<file path="src/rtl/corr_pkg.sv">
// Shared widths and FSM encoding for the correlator frame sequencer.
// The pair slot and the sequencer top both import this package.
package corr_pkg;

  localparam int DATA_W_DEF = 16;
  localparam int CNT_W_DEF  = 16;

  typedef enum logic [1:0] {
    ST_IDLE = 2'd0,
    ST_RUN  = 2'd1,
    ST_GAP  = 2'd2
  } state_t;

endpackage

</file>
<file path="src/rtl/corr_pair_slot.sv">
// One-entry output register for a sig1/sig2 sample pair.
// Each side has its own valid bit and drains on its own handshake.
module corr_pair_slot import corr_pkg::*; #(
  parameter int DATA_W = DATA_W_DEF
) (
  input  logic              clk,
  input  logic              rst,
  input  logic              load,
  input  logic [DATA_W-1:0] load_data1,
  input  logic [DATA_W-1:0] load_data2,
  input  logic              load_last,
  input  logic              ready1,
  input  logic              ready2,
  output logic [DATA_W-1:0] data1,
  output logic              valid1,
  output logic [DATA_W-1:0] data2,
  output logic              valid2,
  output logic              last,
  output logic              free,
  output logic              empty
);

  logic [DATA_W-1:0] data1_reg;
  logic [DATA_W-1:0] data2_reg;
  logic              v1_reg;
  logic              v2_reg;
  logic              last_reg;

  // A side is reusable this cycle if it is empty or is being taken now.
  assign free  = (!v1_reg || ready1) && (!v2_reg || ready2);
  assign empty = !v1_reg && !v2_reg;

  always_ff @(posedge clk or posedge rst) begin
    if (rst) begin
      data1_reg <= '0;
      data2_reg <= '0;
      v1_reg    <= 1'b0;
      v2_reg    <= 1'b0;
      last_reg  <= 1'b0;
    end else if (load) begin
      data1_reg <= load_data1;
      data2_reg <= load_data2;
      v1_reg    <= 1'b1;
      v2_reg    <= 1'b1;
      last_reg  <= load_last;
    end else begin
      if (v1_reg && ready1) v1_reg <= 1'b0;
      if (v2_reg && ready2) v2_reg <= 1'b0;
    end
  end

  assign data1  = data1_reg;
  assign data2  = data2_reg;
  assign valid1 = v1_reg;
  assign valid2 = v2_reg;
  assign last   = last_reg && v2_reg;

endmodule

</file>
<file path="src/rtl/corr_frame_sequencer.sv">
// Joins sig1/sig2 sample sources, frames sig2 with tlast every frame_len pairs,
// inserts an idle gap after each frame and stops after num_frames or on request.
module corr_frame_sequencer import corr_pkg::*; #(
  parameter int DATA_W     = DATA_W_DEF,
  parameter int CNT_W      = CNT_W_DEF,
  parameter int GAP_CYCLES = 16
) (
  input  logic              sclk,
  input  logic              areset,
  input  logic              start,
  input  logic              stop,
  input  logic [CNT_W-1:0]  frame_len,
  input  logic [CNT_W-1:0]  num_frames,
  input  logic [DATA_W-1:0] s1_axis_tdata,
  input  logic              s1_axis_tvalid,
  output logic              s1_axis_tready,
  input  logic [DATA_W-1:0] s2_axis_tdata,
  input  logic              s2_axis_tvalid,
  output logic              s2_axis_tready,
  output logic [DATA_W-1:0] sig1_axis_tdata,
  output logic              sig1_axis_tvalid,
  input  logic              sig1_axis_tready,
  output logic [DATA_W-1:0] sig2_axis_tdata,
  output logic              sig2_axis_tvalid,
  output logic              sig2_axis_tlast,
  input  logic              sig2_axis_tready,
  output logic              busy,
  output logic              done,
  output logic              len_err,
  output logic [CNT_W-1:0]  frame_cnt
);

  localparam int GAP_W = (GAP_CYCLES < 2) ? 1 : $clog2(GAP_CYCLES);
  localparam logic [GAP_W-1:0] GAP_LAST = GAP_W'((GAP_CYCLES > 0) ? GAP_CYCLES - 1 : 0);

  state_t             state;
  state_t             state_next;
  logic [CNT_W-1:0]   len_reg;
  logic [CNT_W-1:0]   num_reg;
  logic [CNT_W-1:0]   sample_idx_reg;
  logic [CNT_W-1:0]   frame_cnt_reg;
  logic [CNT_W-1:0]   frame_cnt_inc;
  logic [GAP_W-1:0]   gap_cnt_reg;
  logic               stop_pend_reg;
  logic               done_reg;
  logic               len_err_reg;
  logic               run_en;
  logic               src_ready;
  logic               load;
  logic               last_pair;
  logic               slot_free;
  logic               slot_empty;
  logic               stop_eff;
  logic               end_after_load;
  logic               end_now;

  assign src_ready      = run_en && s1_axis_tvalid && s2_axis_tvalid && slot_free;
  assign load           = src_ready;
  assign s1_axis_tready = src_ready;
  assign s2_axis_tready = src_ready;

  assign last_pair      = (sample_idx_reg == len_reg - CNT_W'(1));
  assign frame_cnt_inc  = (&frame_cnt_reg) ? frame_cnt_reg : frame_cnt_reg + CNT_W'(1);
  // A stop arriving in the very cycle of the end check still counts.
  assign stop_eff       = stop_pend_reg || stop;
  assign end_after_load = stop_eff || ((num_reg != '0) && (frame_cnt_inc == num_reg));
  assign end_now        = stop_eff || ((num_reg != '0) && (frame_cnt_reg == num_reg));

  corr_pair_slot #(.DATA_W(DATA_W)) u_slot (
    .clk        (sclk),
    .rst        (areset),
    .load       (load),
    .load_data1 (s1_axis_tdata),
    .load_data2 (s2_axis_tdata),
    .load_last  (last_pair),
    .ready1     (sig1_axis_tready),
    .ready2     (sig2_axis_tready),
    .data1      (sig1_axis_tdata),
    .valid1     (sig1_axis_tvalid),
    .data2      (sig2_axis_tdata),
    .valid2     (sig2_axis_tvalid),
    .last       (sig2_axis_tlast),
    .free       (slot_free),
    .empty      (slot_empty)
  );

  always_ff @(posedge sclk or posedge areset) begin
    if (areset) state <= ST_IDLE;
    else        state <= state_next;
  end

  always_comb begin
    state_next = state;
    case (state)
      ST_IDLE: if (start && (frame_len != '0)) state_next = ST_RUN;
      ST_RUN: begin
        if (load && last_pair) begin
          if (GAP_CYCLES == 0) state_next = end_after_load ? ST_IDLE : ST_RUN;
          else                 state_next = ST_GAP;
        end
      end
      ST_GAP: if (slot_empty && (gap_cnt_reg == GAP_LAST)) state_next = end_now ? ST_IDLE : ST_RUN;
      default: state_next = ST_IDLE;
    endcase
  end

  always_comb begin
    busy   = 1'b0;
    run_en = 1'b0;
    case (state)
      ST_RUN: begin
        busy   = 1'b1;
        run_en = 1'b1;
      end
      ST_GAP:  busy = 1'b1;
      default: ;
    endcase
  end

  always_ff @(posedge sclk or posedge areset) begin
    if (areset) begin
      len_reg        <= '0;
      num_reg        <= '0;
      sample_idx_reg <= '0;
      frame_cnt_reg  <= '0;
      gap_cnt_reg    <= '0;
      stop_pend_reg  <= 1'b0;
      done_reg       <= 1'b0;
      len_err_reg    <= 1'b0;
    end else begin
      done_reg    <= (state != ST_IDLE) && (state_next == ST_IDLE);
      len_err_reg <= (state == ST_IDLE) && start && (frame_len == '0);
      if (state == ST_IDLE) begin
        if (start && (frame_len != '0)) begin
          len_reg        <= frame_len;
          num_reg        <= num_frames;
          sample_idx_reg <= '0;
          frame_cnt_reg  <= '0;
          stop_pend_reg  <= 1'b0;
        end
      end else begin
        if (stop) stop_pend_reg <= 1'b1;
        if (load) begin
          if (last_pair) begin
            sample_idx_reg <= '0;
            frame_cnt_reg  <= frame_cnt_inc;
          end else begin
            sample_idx_reg <= sample_idx_reg + CNT_W'(1);
          end
        end
      end
      // Gap cycles only start counting once the last pair has left the slot.
      if (state != ST_GAP)  gap_cnt_reg <= '0;
      else if (slot_empty)  gap_cnt_reg <= gap_cnt_reg + GAP_W'(1);
    end
  end

  assign done      = done_reg;
  assign len_err   = len_err_reg;
  assign frame_cnt = frame_cnt_reg;

endmodule

</file>
<file path="config.mk">
export PLATFORM = sky130hd
export DESIGN_NAME = corr_frame_sequencer
export DESIGN_NICKNAME = d
export VERILOG_FILES = /design/src/rtl/corr_pkg.sv /design/src/rtl/corr_pair_slot.sv /design/src/rtl/corr_frame_sequencer.sv
export SDC_FILE = /design/constraint.sdc
export NUM_CORES = 1
export LEC_CHECK = 0
export ABC_AREA = 0
export BUFFER_PORTS_ARGS = -buffer_cell sky130_fd_sc_hd__buf_4
export CORE_ASPECT_RATIO = 1.2
export CORE_MARGIN = 1.5
export CORE_UTILIZATION = 54
export DETAILED_ROUTE_END_ITERATION = 12
export PLACE_DENSITY = 0.83
export SETUP_SLACK_MARGIN = 0.05
export SYNTH_ARGS = -nofsm -noshare
export SYNTH_HDL_FRONTEND = slang
export SYNTH_SLANG_ARGS = --single-unit
</file>
<file path="constraint.sdc">
create_clock -name sclk -period 3.6 [get_ports sclk]
set_input_delay 0.18 -clock sclk [delete_from_list [all_inputs] [get_ports sclk]]
set_output_delay 0.18 -clock sclk [all_outputs]
set_load 0.05 [all_outputs]
</file>
==> impl_metrics.json <==
{
  "status": "finished, violations left",
  "violations": "negative hold slack",
  "synth_seq_cells": 108,
  "synth_cell_types": 52,
  "cp-start-kind": "flip-flop",
  "firstDrtPassIters": 5,
  "cts-root-buf": "clkbuf_16",
  "grt_pass1_vias": 4868,
  "arrival_ns": 3.67,
  "place_inst": 870,
  "peakVddDrop_v": 0.000572,
  "coreArea_mm2": 0.00996,
  "cts_made_buffers": 9,
  "synth_edf_count": 0,
  "die-height_um": 114,
  "dpl.hpwl_mm": 10.1,
  "drc": 0,
  "place.gp.congestion": 0.961,
  "setup_viol": 0,
  "hold_viol": 11,
  "pre_cts_slack_ns": 0.255,
  "grt_pass1_wl_mm": 23.0,
  "layout.nets": 835,
  "path_max_fanout": 16,
  "fin_tns_setup_ns": 0,
  "vias": 5064,
  "yosys_warnings": 0,
  "layout-drive-gt1-share": 0.216,
  "skew_ns": 0.00989,
  "design_power_total_mw": 5.29,
  "period_share": 0.945,
  "critPathKind": "flip-flop to flip-flop",
  "synth_area_mm2": 0.00550,
  "overflow": 0,
  "worst_pin_slew_ns": 0.802,
  "p_per_area_mw_per_mm2": 769,
  "avgViaCountPerCell": 5.72,
  "finalHoldWorstSlack_ns": -0.0131,
  "cts_buffer_depth": 2,
  "ys.flop_type": "dfrtp_1",
  "syn2layout_area_growth_pct": 25.2,
  "start_util": 0.552,
  "grt_max_degree": 67,
  "hold_path.class": "primary input to asynchronous set/reset pin",
  "h-tree-depth": 3,
  "track_usage": 0.270,
  "cts_tree": "built",
  "die_w_um": 95.1,
  "ant_nets": 0,
  "finalCriticalPeriod_ns": 3.40,
  "timing.fmax_mhz": 294,
  "clkLatencyLatePin_ns": 0.35,
  "rsz0062_at_grt": "no",
  "syn_nets": 711,
  "slew_headroom": 0.464,
  "clk_pin_slew_ns": 0.08,
  "antenna_cells": 0,
  "cp.required_ns": 3.87,
  "leakagePower_nw": 3.32,
  "rows": 40,
  "dr.first_iter.drc_count": 270,
  "rr_worst_depth": 10,
  "wl_per_cell_um": 15.8,
  "maxSlewViolCount": 0,
  "r2r_slack_ns": 0.20,
  "wl_mm": 14.0,
  "timing.max_cap.violations": 0,
  "clkSinkCount": 108,
  "dieArea_mm2": 0.0108,
  "port_buffers": 127,
  "syn-instance-count": 631,
  "cts_hold_buf": 0,
  "setup_slack_ns": 0.197,
  "fin_cells": 886,
  "async_flop_share": 1.00,
  "grt_antenna_before_repair": 0,
  "end_kind": "flip-flop",
  "finish.utilization": 0.691,
  "ioPinCount": 128,
  "syn_avg_cell_area_um2": 8.71,
  "yosysSeqAreaShare": 0.492
}
==> metal layers <==
| metal | part of all wire | wire [um] | GRT usage | up-vias |
|---|---|---|---|---|
| li1 | - | - | - | 2389 |
| met1 | 0.40 | 5650 | 0.340 | 2462 |
| met2 | 0.52 | 7300 | 0.459 | 180 |
| met3 | 0.055 | 765 | 0.0460 | 33 |
| met4 | 0.022 | 309 | 0.104 | 0 |
| met5 | 0 | 0 | 0 | - |
==> per-stage QoR <==
stage / instance area (um^2) / hold WS (ns)
after floorplan: 5500 / 0.285
after global placement: 6590 / 0.369
after detailed placement: 6590 / 0.374
after CTS: 6870 / 0.00973
after global routing: 6880 / 0.0151
final: 6880 / -0.0131
==> power breakdown <==
part	switching (mW)	leakage, nW	internal [mW]
sequential	0.390	1.40	1.59
clock	0.472	0.144	0.496
combinational	1.54	1.78	0.800
total	2.40	3.32	2.89
==> layout by cell type (no fill, tap or decap), types with 4 or more instances in the layout <==
| master | n |
|---|---|
| nand2_1 | 227 |
| buf_4 | 138 |
| dfrtp_1 | 108 |
| xnor2_1 | 34 |
| nand3_1 | 27 |
| o21ai_0 | 25 |
| nor2_1 | 19 |
| a21oi_1 | 17 |
| nor4_1 | 12 |
| nand4_1 | 11 |
| inv_1 | 10 |
| or3_1 | 10 |
| or4_1 | 10 |
| xor2_1 | 9 |
| clkbuf_16 | 9 |
| ha_1 | 8 |
| and3_1 | 7 |
| o311ai_0 | 6 |
| nor3_1 | 5 |
| a31oi_1 | 4 |
| and2_1 | 4 |
| o211ai_1 | 4 |
==> area by class of cell <==
type                       instances  area [um^2]
fill                             783         3080
timing repair buffer             138         1040
inverter                          12         47.5
multi-input combinational        486         2650
clock inverter                     6         45.0
clock buffer                      10          239
tap                              126          158
sequential                       108         2700
==> repair_timing <==
action / 4_1_cts / 5_1_grt
gates resized for setup: 0 / 1
setup endpoints to repair: 0 / 4
buffers inserted: 0 / 0
==> critical path: stages (launching register included) <==
cell     delay (ns)
dfrtp_1        0.43
inv_1          0.10
ha_1           0.20
or4b_1         0.62
or3_1          0.42
a211o_1        0.30
a21oi_1        0.15
o22a_1         0.21
nand3_2        0.25
or4_1          0.47
a21oi_1        0.17
==> kinds of logic (layout without fill, tap and decap cells) <==
family | count (synthesis) | in the layout | share of synthesized area
adders and majority gates | 8 | 8 | 0.0182
and+or+nand+nor | 355 | 355 | 0.297
muxes | 1 | 1 | 0.00182
DFF | 108 | 108 | 0.492
xor gates and xnor gates | 43 | 43 | 0.0685
buffers and inverters | 37 | 166 | 0.0275
AOI/OAI and AO/OA | 79 | 79 | 0.0956
==> cell usage after synthesis, types with 2 or more instances <==
cell / instances / area [um^2]
o31ai_1: 3 / 22.5
and4_1: 2 / 17.5
nor4b_1: 3 / 26.3
nor3_1: 5 / 25.0
nor2_1: 19 / 71.3
a211oi_1: 3 / 22.5
o21ai_0: 25 / 125
nor4_1: 13 / 81.3
a31oi_1: 4 / 25.0
or4_1: 10 / 75.1
nand3b_1: 2 / 15.0
a211o_1: 3 / 26.3
or3_1: 10 / 62.6
nand2_1: 227 / 852
nor4_2: 2 / 25.0
ha_1: 8 / 100
inv_1: 11 / 41.3
o211ai_1: 4 / 30.0
and3_1: 7 / 43.8
a21o_1: 3 / 22.5
xor2_1: 9 / 78.8
or2_2: 2 / 12.5
dfrtp_1: 108 / 2700
a21oi_1: 17 / 85.1
a22o_1: 3 / 26.3
nand4_1: 11 / 68.8
nand2b_1: 3 / 18.8
and2_1: 4 / 25.0
nor2b_1: 3 / 18.8
nand3_1: 27 / 135
xnor2_1: 34 / 298
clkbuf_1: 21 / 78.8
o311ai_0: 6 / 52.6
==> final timing paths <==
path	startpoint	to
worst max-delay path	len_reg[0]$_DFFE_PP0P_	frame_cnt[6]$_DFFE_PP0P_
worst min-delay path	areset	u_slot.data1[1]$_DFFE_PP0P_
worst max register to register	len_reg[0]$_DFFE_PP0P_	frame_cnt[6]$_DFFE_PP0P_
worst min register to register	u_slot.data1[14]$_DFFE_PP0P_	u_slot.data1[14]$_DFFE_PP0P_
max in group asynchronous	areset	frame_cnt[7]$_DFFE_PP0P_
min in group sclk	s2_axis_tdata[11]	u_slot.data2[11]$_DFFE_PP0P_
Note: power is estimated with default switching activity, not from simulation.
